## src/rtl/buzzer_tone_gen_if.sv

```systemverilog
// Signal bundle between the note sequencer and the buzzer tone generator.
// There is no valid/ready handshake: the sequencer holds note_in, octave_in
// and mute as levels, and the generator samples them on every clock.
// The four outputs are registered status and pin levels, valid every cycle.
interface buzzer_tone_gen_if;
    logic [3:0] note_in;
    logic [1:0] octave_in;
    logic       mute;
    logic       speaker_out;
    logic       tone_active;
    logic [3:0] cur_note;
    logic [1:0] cur_octave;

    modport master (
        output note_in, octave_in, mute,
        input  speaker_out, tone_active, cur_note, cur_octave
    );

    modport slave (
        input  note_in, octave_in, mute,
        output speaker_out, tone_active, cur_note, cur_octave
    );
endinterface

```

## src/rtl/buzzer_tone_gen.sv

```systemverilog
// Piezo buzzer square-wave generator with IDLE/TONE/GAP sequencing.
// Inputs are registered once, and the FSM acts only on the registered copy.
// A change between two different keys inserts a silent articulation gap.
// All outputs are registered, so no input-to-output combinational path exists.
module buzzer_tone_gen #(
    parameter int GAP_CYCLES = 1000000,
    parameter int DIV_SHIFT  = 0
) (
    input  logic               clk,
    input  logic               reset,
    buzzer_tone_gen_if.slave   bus,
    output logic [1:0]         fsm_state
);
    typedef enum logic [1:0] {
        IDLE = 2'd0,
        TONE = 2'd1,
        GAP  = 2'd2
    } state_t;

    // The gap counter only has to reach GAP_CYCLES-1.
    localparam int GAP_W = (GAP_CYCLES > 1) ? $clog2(GAP_CYCLES) : 1;
    localparam logic [GAP_W-1:0] GAP_LAST = GAP_W'(GAP_CYCLES - 1);

    state_t      state, state_n;
    logic [3:0]  req_note;
    logic [1:0]  req_oct;
    logic        req_mute;
    logic [19:0] phase, phase_n;
    logic [19:0] half_reg, half_n;
    logic [GAP_W-1:0] gap, gap_n;
    logic        spk, spk_n;
    logic        act, act_n;
    logic [3:0]  note_r, note_n;
    logic [1:0]  oct_r, oct_n;

    logic        tgt_silent;
    logic [1:0]  tgt_oct;
    logic [19:0] tgt_half;
    logic        tgt_differs;

    // Half period in clocks for a note and an effective octave, after the
    // simulation divide. A result of zero is clamped to one clock.
    function automatic logic [19:0] half_lookup(input logic [3:0] note,
                                                input logic [1:0] oct);
        logic [19:0] base;
        logic [19:0] scaled;
        case (note)
            4'd1:    base = 20'd191113;
            4'd2:    base = 20'd170262;
            4'd3:    base = 20'd151686;
            4'd4:    base = 20'd143173;
            4'd5:    base = 20'd127551;
            4'd6:    base = 20'd113636;
            4'd7:    base = 20'd101238;
            default: base = 20'd0;
        endcase
        case (oct)
            2'b01:   scaled = base << 1;
            2'b10:   scaled = base >> 1;
            default: scaled = base;
        endcase
        scaled = scaled >> DIV_SHIFT;
        if (scaled == 20'd0) begin
            scaled = 20'd1;
        end
        return scaled;
    endfunction

    // Target decode from the registered request; mute wins over any note.
    always_comb begin
        tgt_silent  = req_mute || (req_note == 4'd0) || (req_note > 4'd7);
        tgt_oct     = (req_oct == 2'b11) ? 2'b00 : req_oct;
        tgt_half    = half_lookup(req_note, tgt_oct);
        tgt_differs = (req_note != note_r) || (tgt_oct != oct_r);
    end

    // Input stage: sample the sequencer levels every cycle.
    always_ff @(posedge clk) begin
        if (!reset) begin
            req_note <= 4'd0;
            req_oct  <= 2'd0;
            req_mute <= 1'b0;
        end else begin
            req_note <= bus.note_in;
            req_oct  <= bus.octave_in;
            req_mute <= bus.mute;
        end
    end

    // State, counters and registered outputs; reset aborts any tone or gap.
    always_ff @(posedge clk) begin
        if (!reset) begin
            state    <= IDLE;
            phase    <= 20'd0;
            half_reg <= 20'd1;
            gap      <= '0;
            spk      <= 1'b0;
            act      <= 1'b0;
            note_r   <= 4'd0;
            oct_r    <= 2'd0;
        end else begin
            state    <= state_n;
            phase    <= phase_n;
            half_reg <= half_n;
            gap      <= gap_n;
            spk      <= spk_n;
            act      <= act_n;
            note_r   <= note_n;
            oct_r    <= oct_n;
        end
    end

    // Next-state and next-output logic for IDLE/TONE/GAP.
    always_comb begin
        state_n = state;
        phase_n = phase;
        half_n  = half_reg;
        gap_n   = gap;
        spk_n   = spk;
        act_n   = act;
        note_n  = note_r;
        oct_n   = oct_r;
        case (state)
            IDLE: begin
                spk_n  = 1'b0;
                act_n  = 1'b0;
                note_n = 4'd0;
                oct_n  = 2'd0;
                if (!tgt_silent) begin
                    state_n = TONE;
                    half_n  = tgt_half;
                    phase_n = 20'd0;
                    spk_n   = 1'b1;
                    act_n   = 1'b1;
                    note_n  = req_note;
                    oct_n   = tgt_oct;
                end
            end
            TONE: begin
                if (tgt_silent) begin
                    state_n = IDLE;
                    phase_n = 20'd0;
                    spk_n   = 1'b0;
                    act_n   = 1'b0;
                    note_n  = 4'd0;
                    oct_n   = 2'd0;
                end else if (tgt_differs) begin
                    state_n = GAP;
                    phase_n = 20'd0;
                    gap_n   = '0;
                    spk_n   = 1'b0;
                    act_n   = 1'b0;
                    note_n  = 4'd0;
                    oct_n   = 2'd0;
                end else if (phase == half_reg - 20'd1) begin
                    // Same key keeps running; toggle at the end of each half.
                    spk_n   = ~spk;
                    phase_n = 20'd0;
                end else begin
                    phase_n = phase + 20'd1;
                end
            end
            GAP: begin
                spk_n = 1'b0;
                act_n = 1'b0;
                if (gap == GAP_LAST) begin
                    // Only the target at the end of the gap matters.
                    if (tgt_silent) begin
                        state_n = IDLE;
                    end else begin
                        state_n = TONE;
                        half_n  = tgt_half;
                        phase_n = 20'd0;
                        spk_n   = 1'b1;
                        act_n   = 1'b1;
                        note_n  = req_note;
                        oct_n   = tgt_oct;
                    end
                end else begin
                    gap_n = gap + 1'b1;
                end
            end
            default: begin
                state_n = IDLE;
                spk_n   = 1'b0;
                act_n   = 1'b0;
                note_n  = 4'd0;
                oct_n   = 2'd0;
            end
        endcase
    end

    // Drive the registered values onto the bundle and the debug state.
    always_comb begin
        bus.speaker_out = spk;
        bus.tone_active = act;
        bus.cur_note    = note_r;
        bus.cur_octave  = oct_r;
        fsm_state       = state;
    end
endmodule

```

## src/flat_wrapper.sv

```systemverilog
// flat-port wrapper written by rule: the top's interface ports become plain ports
module buzzer_tone_gen_flat 
#(
    parameter int GAP_CYCLES = 1000000,
    parameter int DIV_SHIFT  = 0
)
  (clk, reset, fsm_state, bus_note_in, bus_octave_in, bus_mute, bus_speaker_out, bus_tone_active, bus_cur_note, bus_cur_octave);
  buzzer_tone_gen_if bus_i ();
  input  logic clk;
  input  logic reset;
  output logic [1:0] fsm_state;
  input wire logic [$bits(bus_i.note_in)-1:0] bus_note_in;
  input wire logic [$bits(bus_i.octave_in)-1:0] bus_octave_in;
  input wire logic [$bits(bus_i.mute)-1:0] bus_mute;
  output wire logic [$bits(bus_i.speaker_out)-1:0] bus_speaker_out;
  output wire logic [$bits(bus_i.tone_active)-1:0] bus_tone_active;
  output wire logic [$bits(bus_i.cur_note)-1:0] bus_cur_note;
  output wire logic [$bits(bus_i.cur_octave)-1:0] bus_cur_octave;
  assign bus_i.note_in = bus_note_in;
  assign bus_i.octave_in = bus_octave_in;
  assign bus_i.mute = bus_mute;
  assign bus_speaker_out = bus_i.speaker_out;
  assign bus_tone_active = bus_i.tone_active;
  assign bus_cur_note = bus_i.cur_note;
  assign bus_cur_octave = bus_i.cur_octave;
  buzzer_tone_gen #(.GAP_CYCLES(GAP_CYCLES), .DIV_SHIFT(DIV_SHIFT)) u_core (.clk(clk), .reset(reset), .bus(bus_i), .fsm_state(fsm_state));
endmodule
```

## config.mk

```make
export PLATFORM = sky130hd
export DESIGN_NAME = buzzer_tone_gen_flat
export DESIGN_NICKNAME = d
export VERILOG_FILES = /design/src/rtl/buzzer_tone_gen_if.sv /design/src/rtl/buzzer_tone_gen.sv /design/src/flat_wrapper.sv
export SDC_FILE = /design/constraint.sdc
export NUM_CORES = 1
export LEC_CHECK = 0
export ABC_AREA = 1
export BUFFER_PORTS_ARGS = -buffer_cell sky130_fd_sc_hd__buf_2
export CAP_MARGIN = 10
export CORE_MARGIN = 4
export CORE_UTILIZATION = 50
export CTS_CLUSTER_DIAMETER = 150
export CTS_CLUSTER_SIZE = 10
export DETAILED_ROUTE_END_ITERATION = 12
export PLACE_DENSITY = 0.67
export REMOVE_ABC_BUFFERS = 1
export SLEW_MARGIN = 20
export SYNTH_ARGS = -nofsm -noshare
export SYNTH_HDL_FRONTEND = slang
export SYNTH_SLANG_ARGS = --single-unit
```

## constraint.sdc

```tcl
create_clock -name clk -period 1.9 [get_ports clk]
set_input_delay 0.095 -clock clk [delete_from_list [all_inputs] [get_ports clk]]
set_output_delay 0.095 -clock clk [all_outputs]
set_load 0.01 [all_outputs]
```

==> qor.yml, run 1 <==
boundaryPins: 19
mostFrequentLayoutCell: "nand2_1"
max-cap-violations: 0
final_cell_mix: "170 x nand2_1, 89 x inv_1, 85 x buf_4"
worstMarginPinSlew_ns: 0.614
synth_area_um2: 4870
path_class: "flip-flop to flip-flop"
grt_overflow_total: 0
first_pass_grt_wire_length_um: 22700
hold_viol: 0
syn2layout_area_growth_pct: 29.7
flip_flop_and_latch_count_after_synthesis: 76
cp_top_family: "simple AND/OR/NAND/NOR gates"
final_critical_path_time_including_i_o_delays_and_setup_ns: 2.06
dr_total_vias: 5281
buffer_ports.inserted: 18
clock_skew_ns: 0.0136
clkLatencyLatePin_ns: 0.37
setup_tns_ns: -2.34
dp_worst_setup_slack_ns: -0.288
num-nets-final: 879
number_of_buffers_on_the_longest_clock_path: 2
synthDistinctLibCells: 40
routed_via_density: 5.29
dieArea_um2: 11400
initial_antenna_violation_count: 0
cp.buffers_inverters: 0
wire_per_inst_um: 14.3
maxClockFrequency_mhz: 486
status: "finished with violations"
finalCritPeriodShare_pct: 108
drt-total-wl_um: 14300
ys_seq_area_share_pct: 31.3
place.detailed.hpwl_um: 10200
maxSlewHeadroom_pct: 58.7
grt_resource_usage_total_pct: 24.5
seq_area_um2: 1540
tritoncts: "yes"
cellPowerDensity_nw_per_um2: 680
timing.final.setup_violations: 20
dieWidth_um: 107
cts-htree-levels: 3
cp_slowest_cell: "nor4_1"
synth_edf_count: 0
yosys_warnings: 0
design.core.area_um2: 9370
cts.sink_count: 76
worst-endpoint-required_ns: 2.16
standard_cell_rows: 35
synth-async-reset-ratio_pct: 0
gpl.final_weighted_congestion: 0.921
setup.worst_path.end_class: "flip-flop"
timing.final.max_slew_violations: 0
n_antenna_cell: 0
reg2reg_slack_ns: -0.16
synthesis.area_per_instance_um2: 6.49
critical_path.cell_chain: "ha_1 > nand3_1 > nor4_1 > nand4_2 > nor2_2 > nand2_1 > nor2_2 > xnor2_1 > nor2_2"
violations: "negative setup slack"
root_buffer: "clkbuf_8"
irDropWorstVdd_mv: 0.503
worst_slack_ns: -0.159
vias_in_the_first_global_route: 4848
syn-instance-count: 750
post_route_cells_drive_above_1_share_pct: 26.7
largest_net_degree_at_the_start_of_global_routing: 33
timing.critical_path.mode_cell: "nor2_2"
detail_route.drc_violations: 0
initial_core_utilization_pct: 51.9
worstHoldPathType: "primary input to flip-flop"
crit_path_start_kind: "flip-flop"
cts_made_buffers: 9
drtAntennaViolNets: 0
grt_setup_unrepaired: "yes"
leakage_uw: 0.00279
detail_route.first_pass.iterations: 7
cts.reportedPaths.clkPinSlew_ns: 0.09
die-height_um: 107
multiInputGateArea_um2: 3040
drc_marker_count_from_the_first_detailed_route_iteration: 360
worst_path_max_fanout: 4
critical-path-max-stage-delay_ns: 0.48
layout.filler_cells: 819
critPathArrivalTime_ns: 2.31
synth_flop_cell: "dfxtp_1"
==> synthesized netlist by cell type (all sizes together), types with 2 or more instances <==
cell	count	area, um^2
a31oi	2	12.5
xor2	25	219
ha	5	62.6
o22ai	7	43.8
nand4	20	131
buf	9	57.6
a211oi	7	52.6
o21ai	44	220
nor3	19	115
nand2	185	717
nand3	43	215
a221oi	4	35.0
a21oi	48	240
nor2	111	522
clkbuf	8	30.0
inv	103	387
clkinv	2	7.51
xnor2	11	96.3
or2	3	18.8
dfxtp	76	1520
nor4	8	50.1
==> tightest hold or removal path: stages <==
cell and delay [ns]:
buf_2 0.17, nand2_1 0.08, inv_1 0.03
==> power breakdown <==
group          internal [uW]  leakage (uW)  switching [uW]
Sequential              1680      0.000622            89.4
Combinational            603       0.00209             773
Clock                    483     0.0000755             668
==> timing repair <==
action,4_1_cts,5_1_grt
hold buffers,7,0
endpoints found under the setup margin,62,69
endpoints found under the hold margin,7,0
gates cloned,1,3
resized for setup,10,67
pin swaps,4,25
setup buffers,7,9
==> per-stage QoR <==
| step | area, um^2 | std cells | hold slack (ns) | utilization [%] | total power (uW) |
|---|---|---|---|---|---|
| 5_1_grt | 6320 | 999 | 0.0487 | 67.4 | 4540 |
| 3_3_place_gp | 5640 | 957 | 0.276 | 60.1 | 2930 |
| 3_5_place_dp | 5640 | 957 | 0.282 | 60.1 | 2950 |
| 2_1_floorplan | 4780 | 733 | 0.188 | - | 2490 |
| 6_report | 6320 | 999 | 0.0322 | 67.4 | 4290 |
| 4_1_cts | 5990 | 988 | 0.0342 | 64.0 | 4140 |
==> final timing paths <==
path / depth (start not counted) / end / from
max: 9 / u_core.phase[16]$_SDFFE_PN0P_ / u_core.phase[1]$_SDFFE_PN0P_
min: 3 / u_core.req_oct[1]$_SDFF_PN0_ / reset
max reg2reg: 9 / u_core.phase[16]$_SDFFE_PN0P_ / u_core.phase[1]$_SDFFE_PN0P_
min reg2reg: 2 / u_core.bus.cur_note[3]$_SDFFE_PN0P_ / u_core.bus.cur_note[3]$_SDFFE_PN0P_
==> layer usage <==
layer | wire (um) | share of wire, % | vias up | global-route usage [%]
li1 | - | - | 2659 | -
met1 | 6440 | 45 | 2410 | 32.2
met2 | 6550 | 46 | 183 | 38.8
met3 | 945 | 6.6 | 29 | 6.20
met4 | 332 | 2.3 | 0 | 9.22
met5 | 0 | 0 | - | 0
==> layout make-up <==
class                      count  share of cell area [%]
multi-input combinational    552                    48.1
inverter                     105                    6.40
timing repair buffer         121                    15.8
clock inverter                 6                   0.753
sequential                    76                    24.3
tap                          129                    2.56
clock buffer                  10                    2.02
==> logic make-up after synthesis <==
kind of cell	count (synthesis)	share of synthesized area, %
AND/OR/NAND/NOR	392	37.0
adder cells (fa/ha/maj)	5	1.29
XOR/XNOR	37	6.94
buffers and inverters	122	9.89
flip-flops	76	31.3
AO/OA/AOI/OAI	118	13.6
(Power assumes the default switching activity.)
==> run 2: changes to the inputs <==
--- a/config.mk
+++ b/config.mk
@@ -10,11 +10,13 @@
 export CAP_MARGIN = 10
 export CORE_MARGIN = 4
 export CORE_UTILIZATION = 50
+export CTS_BUF_LIST = sky130_fd_sc_hd__clkbuf_8
 export CTS_CLUSTER_DIAMETER = 150
 export CTS_CLUSTER_SIZE = 10
 export DETAILED_ROUTE_END_ITERATION = 12
 export PLACE_DENSITY = 0.67
 export REMOVE_ABC_BUFFERS = 1
+export SETUP_SLACK_MARGIN = 0.3
 export SLEW_MARGIN = 20
 export SYNTH_ARGS = -nofsm -noshare
 export SYNTH_HDL_FRONTEND = slang
==> run 2 against run 1 <==
- the run still ends with negative setup slack left
- clock skew about the same
- first-iteration DRC count decreased by 1.1%
- die area unchanged
- largest power group unchanged
- highest routed layer unchanged
==> qor.yml, run 2 (same netlist as run 1, synthesis figures left out) <==
worst_path_max_fanout: 4
crit_path_start_kind: "flip-flop"
reg2reg_from: "u_core.phase[1]$_SDFFE_PN0P_"
initial_antenna_violation_count: 0
setup_tns_ns: -2.86
post_route_cells_drive_above_1_share_pct: 37.7
setup.worst_path.end_class: "flip-flop"
path_class: "flip-flop to flip-flop"
seq_area_um2: 1550
critical_path.cell_chain: "ha_1 > nand3_1 > nor4_1 > nand4_2 > nor2_2 > nand2_1 > nor2_2 > xnor2_1 > nor2_2"
grt_setup_unrepaired: "yes"
detail_route.drc_violations: 0
clkLatencyLatePin_ns: 0.36
crit_cells: 9
dp_worst_setup_slack_ns: -0.288
root_buffer: "clkbuf_8"
buffer_ports.inserted: 18
critPathArrivalTime_ns: 2.30
finalPower_uw: 4540
drc_marker_count_from_the_first_detailed_route_iteration: 356
n_antenna_cell: 0
cts.reportedPaths.clkPinSlew_ns: 0.09
multiInputGateArea_um2: 3390
standard_cell_rows: 35
timing.final.setup_violations: 31
clock_skew_ns: 0.0141
cp-endpoint: "u_core.phase[16]$_SDFFE_PN0P_"
worst_slack_ns: -0.156
maxSlewHeadroom_pct: 59.0
cellPowerDensity_nw_per_um2: 657
worstMarginPinSlew_ns: 0.610
dieWidth_um: 107
detail_route.first_pass.iterations: 5
largest_net_degree_at_the_start_of_global_routing: 17
layoutNonFillerInstCount: 1017
grt_overflow_total: 0
crit-reg2reg-capture: "u_core.phase[16]$_SDFFE_PN0P_"
reg2reg_slack_ns: -0.16
gpl.final_weighted_congestion: 0.921
tritoncts: "yes"
syn2layout_area_growth_pct: 42.0
cp.buffers_inverters: 0
dr_total_vias: 5461
cp_slowest_cell: "nor4_1"
dieArea_um2: 11400
cts_made_buffers: 9
drtAntennaViolNets: 0
wire_per_inst_um: 15.2
die-height_um: 107
finalCritPeriodShare_pct: 108
place_inst: 957
num-nets-final: 897
cp_top_family: "simple AND/OR/NAND/NOR gates"
final_critical_path_time_including_i_o_delays_and_setup_ns: 2.06
place.detailed.hpwl_um: 10200
design.core.area_um2: 9370
finalInstanceArea_um2: 6910
timing.critical_path.mode_cell: "nor2_2"
routed_via_density: 5.37
layout.filler_cells: 718
number_of_buffers_on_the_longest_clock_path: 2
status: "finished with violations"
timing.final.max_slew_violations: 0
cts-htree-levels: 3
vias_in_the_first_global_route: 5202
grt_resource_usage_total_pct: 26.6
boundaryPins: 19
violations: "negative setup slack"
worst_setup_path_startpoint: "u_core.phase[1]$_SDFFE_PN0P_"
cts.sink_count: 76
worstHoldPathType: "primary input to flip-flop"
drt-total-wl_um: 15500
maxClockFrequency_mhz: 486
leakage_uw: 0.00297
final_cell_mix: "148 x nand2_1, 87 x buf_4, 84 x inv_1"
placedInstanceArea_um2: 5640
worst_r2r_path_depth: 9
worst-endpoint-required_ns: 2.15
max-cap-violations: 0
mostFrequentLayoutCell: "nand2_1"
irDropWorstVdd_mv: 0.521
critical-path-max-stage-delay_ns: 0.48
initial_core_utilization_pct: 51.9
first_pass_grt_wire_length_um: 24600
hold_viol: 0
-- run 2: worst min path at each step --
| stage | start | endpoint | slack (ns) | cells after the start |
|---|---|---|---|---|
| after floorplan | reset | u_core.req_mute$_SDFF_PN0_ | 0.19 | 2 |
| after global placement | bus_octave_in[1] | u_core.req_oct[1]$_SDFF_PN0_ | 0.28 | 3 |
| after detailed placement | bus_octave_in[1] | u_core.req_oct[1]$_SDFF_PN0_ | 0.28 | 3 |
| after CTS | reset | u_core.req_note[2]$_SDFF_PN0_ | 0.03 | 3 |
| after global routing | reset | u_core.req_note[2]$_SDFF_PN0_ | 0.06 | 3 |
| final | reset | u_core.req_oct[1]$_SDFF_PN0_ | 0.06 | 3 |
-- run 2: timing repair --
item                                    CTS  global route
endpoints found under the setup margin   69            69
hold endpoints to repair                  7             0
setup buffers                            17            13
gates resized for setup                 126            80
hold buffers                              7             0
gates cloned                              5             2
pin swaps                                20            30
-- run 2: worst register-to-register path: cells and delay by family, from the launching register on --
| family | cells | cell delay [ns] |
|---|---|---|
| XOR/XNOR | 1 | 0.13 |
| adder cells (fa/ha/maj) | 1 | 0.21 |
| flip-flops | 1 | 0.40 |
| AND/OR/NAND/NOR | 7 | 1.22 |
-- run 2: power by group --
part | leakage (uW) | switching (uW) | internal, uW
logic | 0.00227 | 906 | 732
registers | 0.000626 | 90.6 | 1680
clock network | 0.0000797 | 661 | 478
total | 0.00297 | 1660 | 2890
-- run 2: layout make-up --
cell class	count	share of cell area, %
inverters	105	5.95
multi-input cells	552	49.1
well taps	129	2.33
clock inverters	7	0.742
clock buffers	9	1.79
repair buffers	139	17.6
flip-flops and latches	76	22.5
-- run 2: per-layer routing --
metal	global-route usage (%)	vias to the layer above	part of all wire (%)
li1	-	2698	-
met1	34.1	2523	43
met2	43.6	208	48
met3	6.02	32	7.0
met4	10.1	0	2.1
met5	0	-	0
-- run 2: stage by stage --
step / hold slack [ns] / utilization [%]
4_1_cts: 0.0262 / 69.8
6_report: 0.0570 / 73.8
3_5_place_dp: 0.282 / 60.1
2_1_floorplan: 0.188 / -
3_3_place_gp: 0.276 / 60.1
5_1_grt: 0.0610 / 73.8
